==> src/rtl/seg7_scan_ctrl.sv <==
// Multiplexed seven-segment scan controller: per-digit hex/dp/blank registers,
// slot-based anode scanning with guard band, PWM dimming and a frame tick.
module seg7_scan_ctrl #(
  parameter int NUM_DIGITS = 8,
  parameter int SCAN_DIV   = 50000,
  parameter int GUARD      = 2,
  parameter int PWM_BITS   = 4
) (
  input  logic                          clk,
  input  logic                          rst,
  input  logic                          i_wr_en,
  input  logic [$clog2(NUM_DIGITS)-1:0] i_wr_digit,
  input  logic [3:0]                    i_wr_nibble,
  input  logic                          i_wr_dp,
  input  logic                          i_wr_blank,
  input  logic [NUM_DIGITS-1:0]         i_digit_en,
  input  logic [PWM_BITS-1:0]           i_brightness,
  output logic [NUM_DIGITS-1:0]         o_an,
  output logic [6:0]                    o_seg,
  output logic                          o_dp,
  output logic                          o_frame_tick
);

  localparam int IDX_W  = $clog2(NUM_DIGITS);
  localparam int SLOT_W = $clog2(SCAN_DIV);
  localparam logic [IDX_W-1:0]  IDX_LAST  = IDX_W'(NUM_DIGITS - 1);
  localparam logic [SLOT_W-1:0] SLOT_LAST = SLOT_W'(SCAN_DIV - 1);
  localparam logic [SLOT_W-1:0] GUARD_END = SLOT_W'(GUARD);

  logic [3:0]          nibble_reg [NUM_DIGITS];
  logic                dp_reg     [NUM_DIGITS];
  logic                blank_reg  [NUM_DIGITS];
  logic [IDX_W-1:0]    idx_reg;
  logic [SLOT_W-1:0]   slot_cnt_reg;
  logic [PWM_BITS-1:0] pwm_cnt_reg;
  logic [NUM_DIGITS-1:0] an_reg;
  logic [6:0]          seg_reg;
  logic                dp_out_reg;
  logic                tick_reg;

  logic                  lit;
  logic [6:0]            seg_on;
  logic [NUM_DIGITS-1:0] an_next;
  logic                  slot_wrap;
  logic                  frame_wrap;

  // Indices >= NUM_DIGITS match no register, so out-of-range writes fall through.
  genvar gi;
  generate
    for (gi = 0; gi < NUM_DIGITS; gi++) begin : g_digit
      always_ff @(posedge clk) begin
        if (rst) begin
          nibble_reg[gi] <= 4'h0;
          dp_reg[gi]     <= 1'b0;
          blank_reg[gi]  <= 1'b1;
        end else if (i_wr_en && (i_wr_digit == IDX_W'(gi))) begin
          nibble_reg[gi] <= i_wr_nibble;
          dp_reg[gi]     <= i_wr_dp;
          blank_reg[gi]  <= i_wr_blank;
        end
      end

      assign an_next[gi] = ~(lit && (idx_reg == IDX_W'(gi)));
    end
  endgenerate

  assign slot_wrap  = (slot_cnt_reg == SLOT_LAST);
  assign frame_wrap = slot_wrap && (idx_reg == IDX_LAST);

  always_ff @(posedge clk) begin
    if (rst) begin
      slot_cnt_reg <= '0;
      idx_reg      <= '0;
      pwm_cnt_reg  <= '0;
    end else begin
      pwm_cnt_reg <= pwm_cnt_reg + 1'b1;
      if (slot_wrap) begin
        slot_cnt_reg <= '0;
        idx_reg      <= (idx_reg == IDX_LAST) ? '0 : idx_reg + 1'b1;
      end else begin
        slot_cnt_reg <= slot_cnt_reg + 1'b1;
      end
    end
  end

  // The guard band at the start of each slot lets the previous anode turn off before segments change.
  always_comb begin
    lit = (slot_cnt_reg >= GUARD_END) && i_digit_en[idx_reg] && !blank_reg[idx_reg]
          && (pwm_cnt_reg <= i_brightness);
  end

  always_comb begin
    seg_on = 7'h00;
    case (nibble_reg[idx_reg])
      4'h0: seg_on = 7'h7E;
      4'h1: seg_on = 7'h30;
      4'h2: seg_on = 7'h6D;
      4'h3: seg_on = 7'h79;
      4'h4: seg_on = 7'h33;
      4'h5: seg_on = 7'h5B;
      4'h6: seg_on = 7'h5F;
      4'h7: seg_on = 7'h70;
      4'h8: seg_on = 7'h7F;
      4'h9: seg_on = 7'h7B;
      4'hA: seg_on = 7'h77;
      4'hB: seg_on = 7'h1F;
      4'hC: seg_on = 7'h4E;
      4'hD: seg_on = 7'h3D;
      4'hE: seg_on = 7'h4F;
      default: seg_on = 7'h47;
    endcase
  end

  // Anodes, segments and dp share one register stage so a digit change never tears.
  always_ff @(posedge clk) begin
    if (rst) begin
      an_reg     <= '1;
      seg_reg    <= 7'h7F;
      dp_out_reg <= 1'b1;
      tick_reg   <= 1'b0;
    end else begin
      an_reg     <= an_next;
      seg_reg    <= lit ? ~seg_on : 7'h7F;
      dp_out_reg <= lit ? ~dp_reg[idx_reg] : 1'b1;
      tick_reg   <= frame_wrap;
    end
  end

  assign o_an         = an_reg;
  assign o_seg        = seg_reg;
  assign o_dp         = dp_out_reg;
  assign o_frame_tick = tick_reg;

endmodule

==> config.mk <==
export PLATFORM = sky130hd
export DESIGN_NAME = seg7_scan_ctrl
export DESIGN_NICKNAME = d
export VERILOG_FILES = /design/src/rtl/seg7_scan_ctrl.sv
export SDC_FILE = /design/constraint.sdc
export NUM_CORES = 1
export LEC_CHECK = 0
export CAP_MARGIN = 20
export CORE_ASPECT_RATIO = 0.7
export CORE_MARGIN = 2
export CORE_UTILIZATION = 45
export CTS_CLUSTER_SIZE = 24
export DETAILED_ROUTE_END_ITERATION = 16
export PLACE_DENSITY = 0.7
export RECOVER_POWER = 100
export SLEW_MARGIN = 20
export SYNTH_ARGS = -nofsm -noshare
export SYNTH_HDL_FRONTEND = slang
export SYNTH_SLANG_ARGS = --single-unit
export TNS_END_PERCENT = 50
==> constraint.sdc <==
create_clock -name clk -period 3.1 [get_ports clk]
set_clock_uncertainty 0.15 [all_clocks]
set_input_delay 0.465 -clock clk [delete_from_list [all_inputs] [get_ports clk]]
set_output_delay 0.465 -clock clk [all_outputs]
set_load 0.02 [all_outputs]
# Word-level counts from Yosys, hierarchy flattened
# Memories as Yosys holds them, arrays and structs flattened. A register that Yosys moved wholly into a read port is not among the register bits.
# Index checks and enable logic that the tools add are counted.
# classes
bitwise	35
eq_ne	15
n_reduce_logical	25
n_lt_le_gt_ge	3
muxes	59
n_addsub	3
# ops
op	count
1-bit two-way mux	43
4-bit two-way mux	8
3-bit == test, second input constant	8
1-bit OR	24
3-bit two-way mux	7
1-bit logical AND	20
16-bit by 1-bit adder with 16-bit output, second input constant	1
16-bit == test, second input constant	1
16-bit by 2-bit greater-or-equal comparator with 1-bit output, second input constant	1
3-bit by 2-bit == test with 1-bit output, second input constant	4
1-bit inverter	10
7-bit inverter	1
3-bit by 1-bit == test with 1-bit output, second input constant	2
3-bit logical NOT	2
4-bit by 1-bit adder with 4-bit output, second input constant	1
4-bit <= comparator	1
3-bit by 4-bit < comparator with 1-bit output, second input constant	1
2-bit OR reduction	2
3-bit by 1-bit adder with 3-bit output, second input constant	1
1-bit binary-select mux with 3-bit select	1
1-bit logical NOT	1
# word_totals
wordCells	151
memories	4
out_inout_bits	17
ff_bits	40
ramBits	48
in_bits	24
romBits	112
# mem_list
name	words	width	rd	rd_ports_with_merged_regs	wr	line	text
(no name shown)	16	7	1	0	0	94	case (nibble_reg[idx_reg])
nibble_reg	8	4	1	1	8	30	logic [3:0] nibble_reg [NUM_DIGITS];
blank_reg	8	1	1	1	8	32	logic blank_reg [NUM_DIGITS];
dp_reg	8	1	1	1	8	31	logic dp_reg [NUM_DIGITS];

# Longest topological paths before layout
# Gate-level depths: netlist of the first run.
# depth
ltp_word	7
ltp_mapped	9
depth_no_buf	8

# Least setup slack after synthesis of the first run
# OpenSTA, ideal clock, no wires.
# synth_timing
path_kind	register -> register
start	reg (tool-made name)
end	reg seg_reg[3], in the netlist o_seg[3]
path_slack_ns	0.432
t_arrival_ns	2.389
setup_ns	0.130
n_path_buf	1
t_required_ns	2.820
path_stages_with_launch	9
cell_sequence	dfxtp_1 > clkbuf_1 > mux4_2 > mux2i_1 > inv_1 > ha_1 > mux2_2 > nor2_1 > o21ai_0
# synth_lines
element	line	text
end signal: assignment	123	seg_reg <= lit ? ~seg_on : 7'h7F;
end: declaration	37	logic [6:0] seg_reg;

==> reports/results.ini, run 1 <==
[synth]
synth-edff-count=47
synth.net_count=392
yosys.area.top_type_share_pct=33.3
synthTopCellsByArea=edfxtp_1, dfxtp_1, and2_1
netlist_instances=349
ys_warn_count=0
synth-seq-cells=91
syn_area_um2=4240
synth-main-ff-cell=edfxtp_1
synth_cell_types=48
ys_seq_area_share_pct=54.1
synth_area_per_cell_um2=12.1
synthArstFlopShare_pct=0
yosysTopAreaCell=edfxtp_1

[floorplan]
die_x_um=120
initial_core_util_pct=46.5
placementRows=29
die-area_um2=10200
fp.coreArea_um2=9110
die-height_um=85.2
ios=41

[final_layout]
diodes=0
largest_reg_flops=32
fin_nets=445
syn2layout_area_growth_pct=19.9
drive_above_1_share_pct=9.09
fin_util_pct=55.8

[global_route]
grt_overflow=0
track_usage_pct=17.7
grt_max_degree=18
grt_pass1_vias=2623
grt_antenna_before_repair=0
grt_first_pass_wirelength_mm=13.7

[worst_setup_path]
required_ns=3.14
critPathLaunchType=register
cp-end-kind=register
crit_type=register to register
critPathArrivalTime_ns=2.69
cpMaxStageDelayCell=mux4_1
cpPeakStageDelay_ns=0.58
crit_chain=mux4_1, mux2_1, a2111oi_2, a21boi_4, o221ai_1
critPathMaxFanout=16

[cts]
post_cts_buffers=0
clockBufferDepth=2
post_cts_resize_count=0
htreeDepth=3
cts.sink_count=91
cts_made_buffers=9
cts_root_buf=clkbuf_16
cts_tree=yes
clkLatencyLatePin_ns=0.35
clkTransAtPathRegs_ns=0.06
hold_buffers=0

[routing]
avgRoutedWirePerCell_um=15.8
viasPerCell=5.23
dr.pass1.iters=4
totalWireLength_mm=8.40
drt_iter0_drc=221
via_count=2779
ant_nets=0
drc=0

[outcome]
outcome=completed

[hold_path]
hp-class=register to register

[place]
portBuffers=40
hpwl_mm=6.18
gp_congestion=0.805
pre_cts_ws_ns=0.465

[pwr]
p_per_area_nw_per_um2=501
ir_drop_mv=0.294
p_leak_nw=1.79

[timing]
setup_violations=0
setup_ws_ns=0.454
relSlewSlack_pct=51.4
setup-tns-final_ns=0
drv_slew=0
tightestPinTransition_ns=0.729
fin_crit_sh_pct=85.4
final-hold-violation-count=0
max_freq_ghz=0.378
rsz0062_at_grt=false
min_period_ns=2.65

[run]
cap_violations=0

## through the flow
step	hold WS [ns]	instance area (µm²)	instances	power, W
2_1_floorplan	0.260	4240	349	0.00147
5_1_grt	0.317	5080	531	0.00264
3_5_place_dp	0.286	4820	515	0.00157
4_1_cts	0.304	5100	531	0.00257
3_3_place_gp	0.290	4820	515	0.00156
6_report	0.301	5080	531	0.00255
## report_power, final
group / internal [W] / switching, W / total (W)
clock: 0.000546 / 0.000466 / 0.00101
sequential: 0.00132 / 0.0000279 / 0.00135
combinational: 0.0000895 / 0.0000995 / 0.000189
## per-layer routing
metal,up-vias,wire length (µm),GRT usage [%],share of wire (%)
li1,1358,-,-,-
met3,7,539,5.04,6.4
met2,76,3540,24.4,42
met5,-,0,0,0
met4,0,54,5.45,0.64
met1,1338,4260,26.9,51
## cell usage after synthesis, drive strengths merged (2+ instances only)
cell type and count:
edfxtp 47, dfxtp 44, and2 41, nor2 29
nand2 22, ha 19, nand3 16, inv 15
mux4 14, xor2 9, mux2i 8, xnor2 7
a21oi 6, nand2b 6, o21bai 6, buf 5
nor2b 5, and3 4, clkbuf 4, nand4 4
nor3 4, o21ai 4, mux2 3, and4 2
nor4 2, o211ai 2, o221ai 2, or3 2
or4 2
## cell type report
cell class	instances	area [µm²]
timing repair buffer	51	464
inverter	15	56.3
fill	768	4030
sequential	91	2290
clock inverter	7	53.8
multi-input combinational	234	1830
clock buffer	9	225
tap	124	155
## cell families (layout without fill, tap and decap cells)
kind of cell,count (synthesis),count (layout),share of synthesized area [%]
compound gates,28,28,4.99
xor+xnor,16,16,3.31
fa+ha+maj,19,19,5.61
buf+inv,24,82,2.57
flops,91,91,54.1
mux,25,25,10.8
simple gates,146,146,18.6
## layout by cell type (no fill, tap or decap), drive strengths merged, types with 16 or more instances in the layout
| master | synthesis | final |
|---|---|---|
| and2 | 41 | 41 |
| dfxtp | 44 | 44 |
| nor2 | 29 | 29 |
| clkdlybuf4s50 | 0 | 21 |
| dlygate4sd3 | 0 | 19 |
| inv | 15 | 16 |
| edfxtp | 47 | 47 |
| ha | 19 | 19 |
| nand2 | 22 | 22 |
| nand3 | 16 | 16 |
## worst paths after layout
path / from / end / slack [ns] / cells past startpoint
worst max-delay path: register / o_seg[0] / 0.45 / 5
worst max register to register: register / o_seg[0] / 0.45 / 5
worst min-delay path: idx_reg[2] / o_an[4] / 0.30 / 1
worst min register to register: idx_reg[2] / o_an[4] / 0.30 / 1
## worst max-delay path, delay by kind of cell (launching register included)
kind	cells	cell delay, ns
DFF	1	0.47
AOI/OAI and AO/OA	3	1.00
muxes	2	0.89
Note: power is estimated with default switching activity, not from simulation.
==> inputs of run 2 (changes only) <==
--- a/config.mk
+++ b/config.mk
@@ -7,11 +7,10 @@
 export LEC_CHECK = 0
 export CAP_MARGIN = 20
 export CORE_ASPECT_RATIO = 0.7
-export CORE_MARGIN = 2
 export CORE_UTILIZATION = 45
 export CTS_CLUSTER_SIZE = 24
 export DETAILED_ROUTE_END_ITERATION = 16
-export PLACE_DENSITY = 0.7
+export PLACE_DENSITY = 0.73
 export RECOVER_POWER = 100
 export SLEW_MARGIN = 20
 export SYNTH_ARGS = -nofsm -noshare
==> constraint.sdc (replaced) <==
create_clock -name clk -period 2.2 [get_ports clk]
set_clock_uncertainty 0.15 [all_clocks]
set_input_delay 0.33 -clock clk [delete_from_list [all_inputs] [get_ports clk]]
set_output_delay 0.33 -clock clk [all_outputs]
set_load 0.02 [all_outputs]
==> reports/results.ini, run 2 (same netlist as run 1, synthesis figures left out) <==
[routing]
dr.pass1.iters=4
avgRoutedWirePerCell_um=16.4
drt_iter0_drc=286
totalWireLength_mm=9.52
ant_nets=0
drc=0
via_count=2991
viasPerCell=5.16

[timing]
drv_slew=0
relSlewSlack_pct=66.4
final-hold-violation-count=0
tightestPinTransition_ns=0.504
setup_ws_ns=-0.0561
min_period_ns=2.26
max_freq_ghz=0.443
rsz0062_at_grt=true
fin_crit_sh_pct=103
setup_violations=13

[floorplan]
die_x_um=118
die-area_um2=9820
fp.coreArea_um2=9110
placementRows=29
ios=41
die-height_um=83.2
initial_core_util_pct=46.5

[run]
cap_violations=0

[cts]
htreeDepth=3
cts_tree=yes
clkTransAtPathRegs_ns=0.06
cts_made_buffers=9
clockBufferDepth=2
cts.sink_count=91
clkLatencyLatePin_ns=0.35
cts_root_buf=clkbuf_16

[global_route]
grt_pass1_vias=3020
grt_first_pass_wirelength_mm=15.3
grt_antenna_before_repair=0
grt_overflow=0
track_usage_pct=20.6
grt_max_degree=16

[final_layout]
fin_util_pct=62.0
largest_reg_flops=32
diodes=0
fin_nets=494
final_common_cell=edfxtp_1
drive_above_1_share_pct=21.5
layout_common_cells=edfxtp_1, dfxtp_1, buf_4
syn2layout_area_growth_pct=33.2

[pwr]
p_leak_nw=2.07
ir_drop_mv=0.393
p_per_area_nw_per_um2=662

[place]
portBuffers=40
gp_congestion=0.866
hpwl_mm=6.81
pre_cts_ws_ns=-0.117

[worst_setup_path]
required_ns=2.27
critPathMaxFanout=6
cp-end-kind=register
crit_type=register to register
critPathArrivalTime_ns=2.33
critPathLaunchType=register

[outcome]
outcome=finished, violations left
violations=negative setup slack

[hold_path]
hp-class=register to register

run 2: cell types whose count changed in the layout (fill, tap and decap cells not counted), moves of 4 or more:
cell | previous run | this run
buf_4 | 6 | 30
ha_1 | 19 | 15
buf_12 | 0 | 5
nand3_2 | 0 | 6
and2_1 | 13 | 20
and2_0 | 28 | 21
buf_6 | 0 | 5
mux4_1 | 7 | 2
nand3_1 | 16 | 10
clkbuf_1 | 5 | 18
mux4_2 | 7 | 12
run 2: worst paths after layout:
kind,depth (start not counted),slack [ns],end,startpoint
max,7,-0.06,o_an[2],register
min,1,0.33,pwm_cnt_reg[0],pwm_cnt_reg[0]
max reg2reg,7,-0.06,o_an[2],register
min reg2reg,1,0.33,pwm_cnt_reg[0],pwm_cnt_reg[0]
run 2: final cells by class:
type | instances | area (µm²)
Fill cell | 723 | 3460
Clock inverter | 4 | 22.5
Inverter | 15 | 56.3
Clock buffer | 12 | 268
Multi-Input combinational cell | 234 | 1960
Sequential cell | 91 | 2300
Timing Repair Buffer | 100 | 886
Tap cell | 124 | 155
run 2: metal layers:
metal	GRT usage [%]	routed length (µm)	share of wire (%)	vias to the layer above
met5	0	0	0	-
met4	6.41	99	1.0	0
met3	5.84	612	6.4	11
met2	33.4	4560	48	85
met1	26.8	4250	45	1442
li1	-	-	-	1453
run 2: worst max-delay path, stage by stage (launching register included):
cell and delay [ns]:
dfxtp_4 0.38, mux4_2 0.50, mux2_4 0.29, a2111oi_4 0.22, a21boi_4 0.28, buf_12 0.14, buf_12 0.11, nand3_2 0.07
run 2: power by group:
part           switching [W]  internal [W]
clock network       0.000628      0.000860
logic               0.000180      0.000186
registers          0.0000268       0.00186
total               0.000835       0.00290
run 2: repair_timing:
item	4_1_cts	5_1_grt
pin swaps	3	4
endpoints found under the setup margin	15	19
cloned	1	0
hold buffers	0	0
resized for setup	17	19
buffers inserted	3	3
run 2: through the flow:
| stage | setup TNS, ns | total power, W | instance area (µm²) | instances | hold slack (ns) |
|---|---|---|---|---|---|
| 2_1_floorplan | -0.0183 | 0.00208 | 4290 | 349 | 0.260 |
| 3_3_place_gp | -0.931 | 0.00224 | 5220 | 557 | 0.291 |
| 3_5_place_dp | -1.39 | 0.00226 | 5220 | 557 | 0.287 |
| 4_1_cts | -0.522 | 0.00375 | 5610 | 577 | 0.301 |
| 5_1_grt | -1.36 | 0.00387 | 5650 | 580 | 0.353 |
| 6_report | -0.431 | 0.00374 | 5650 | 580 | 0.333 |
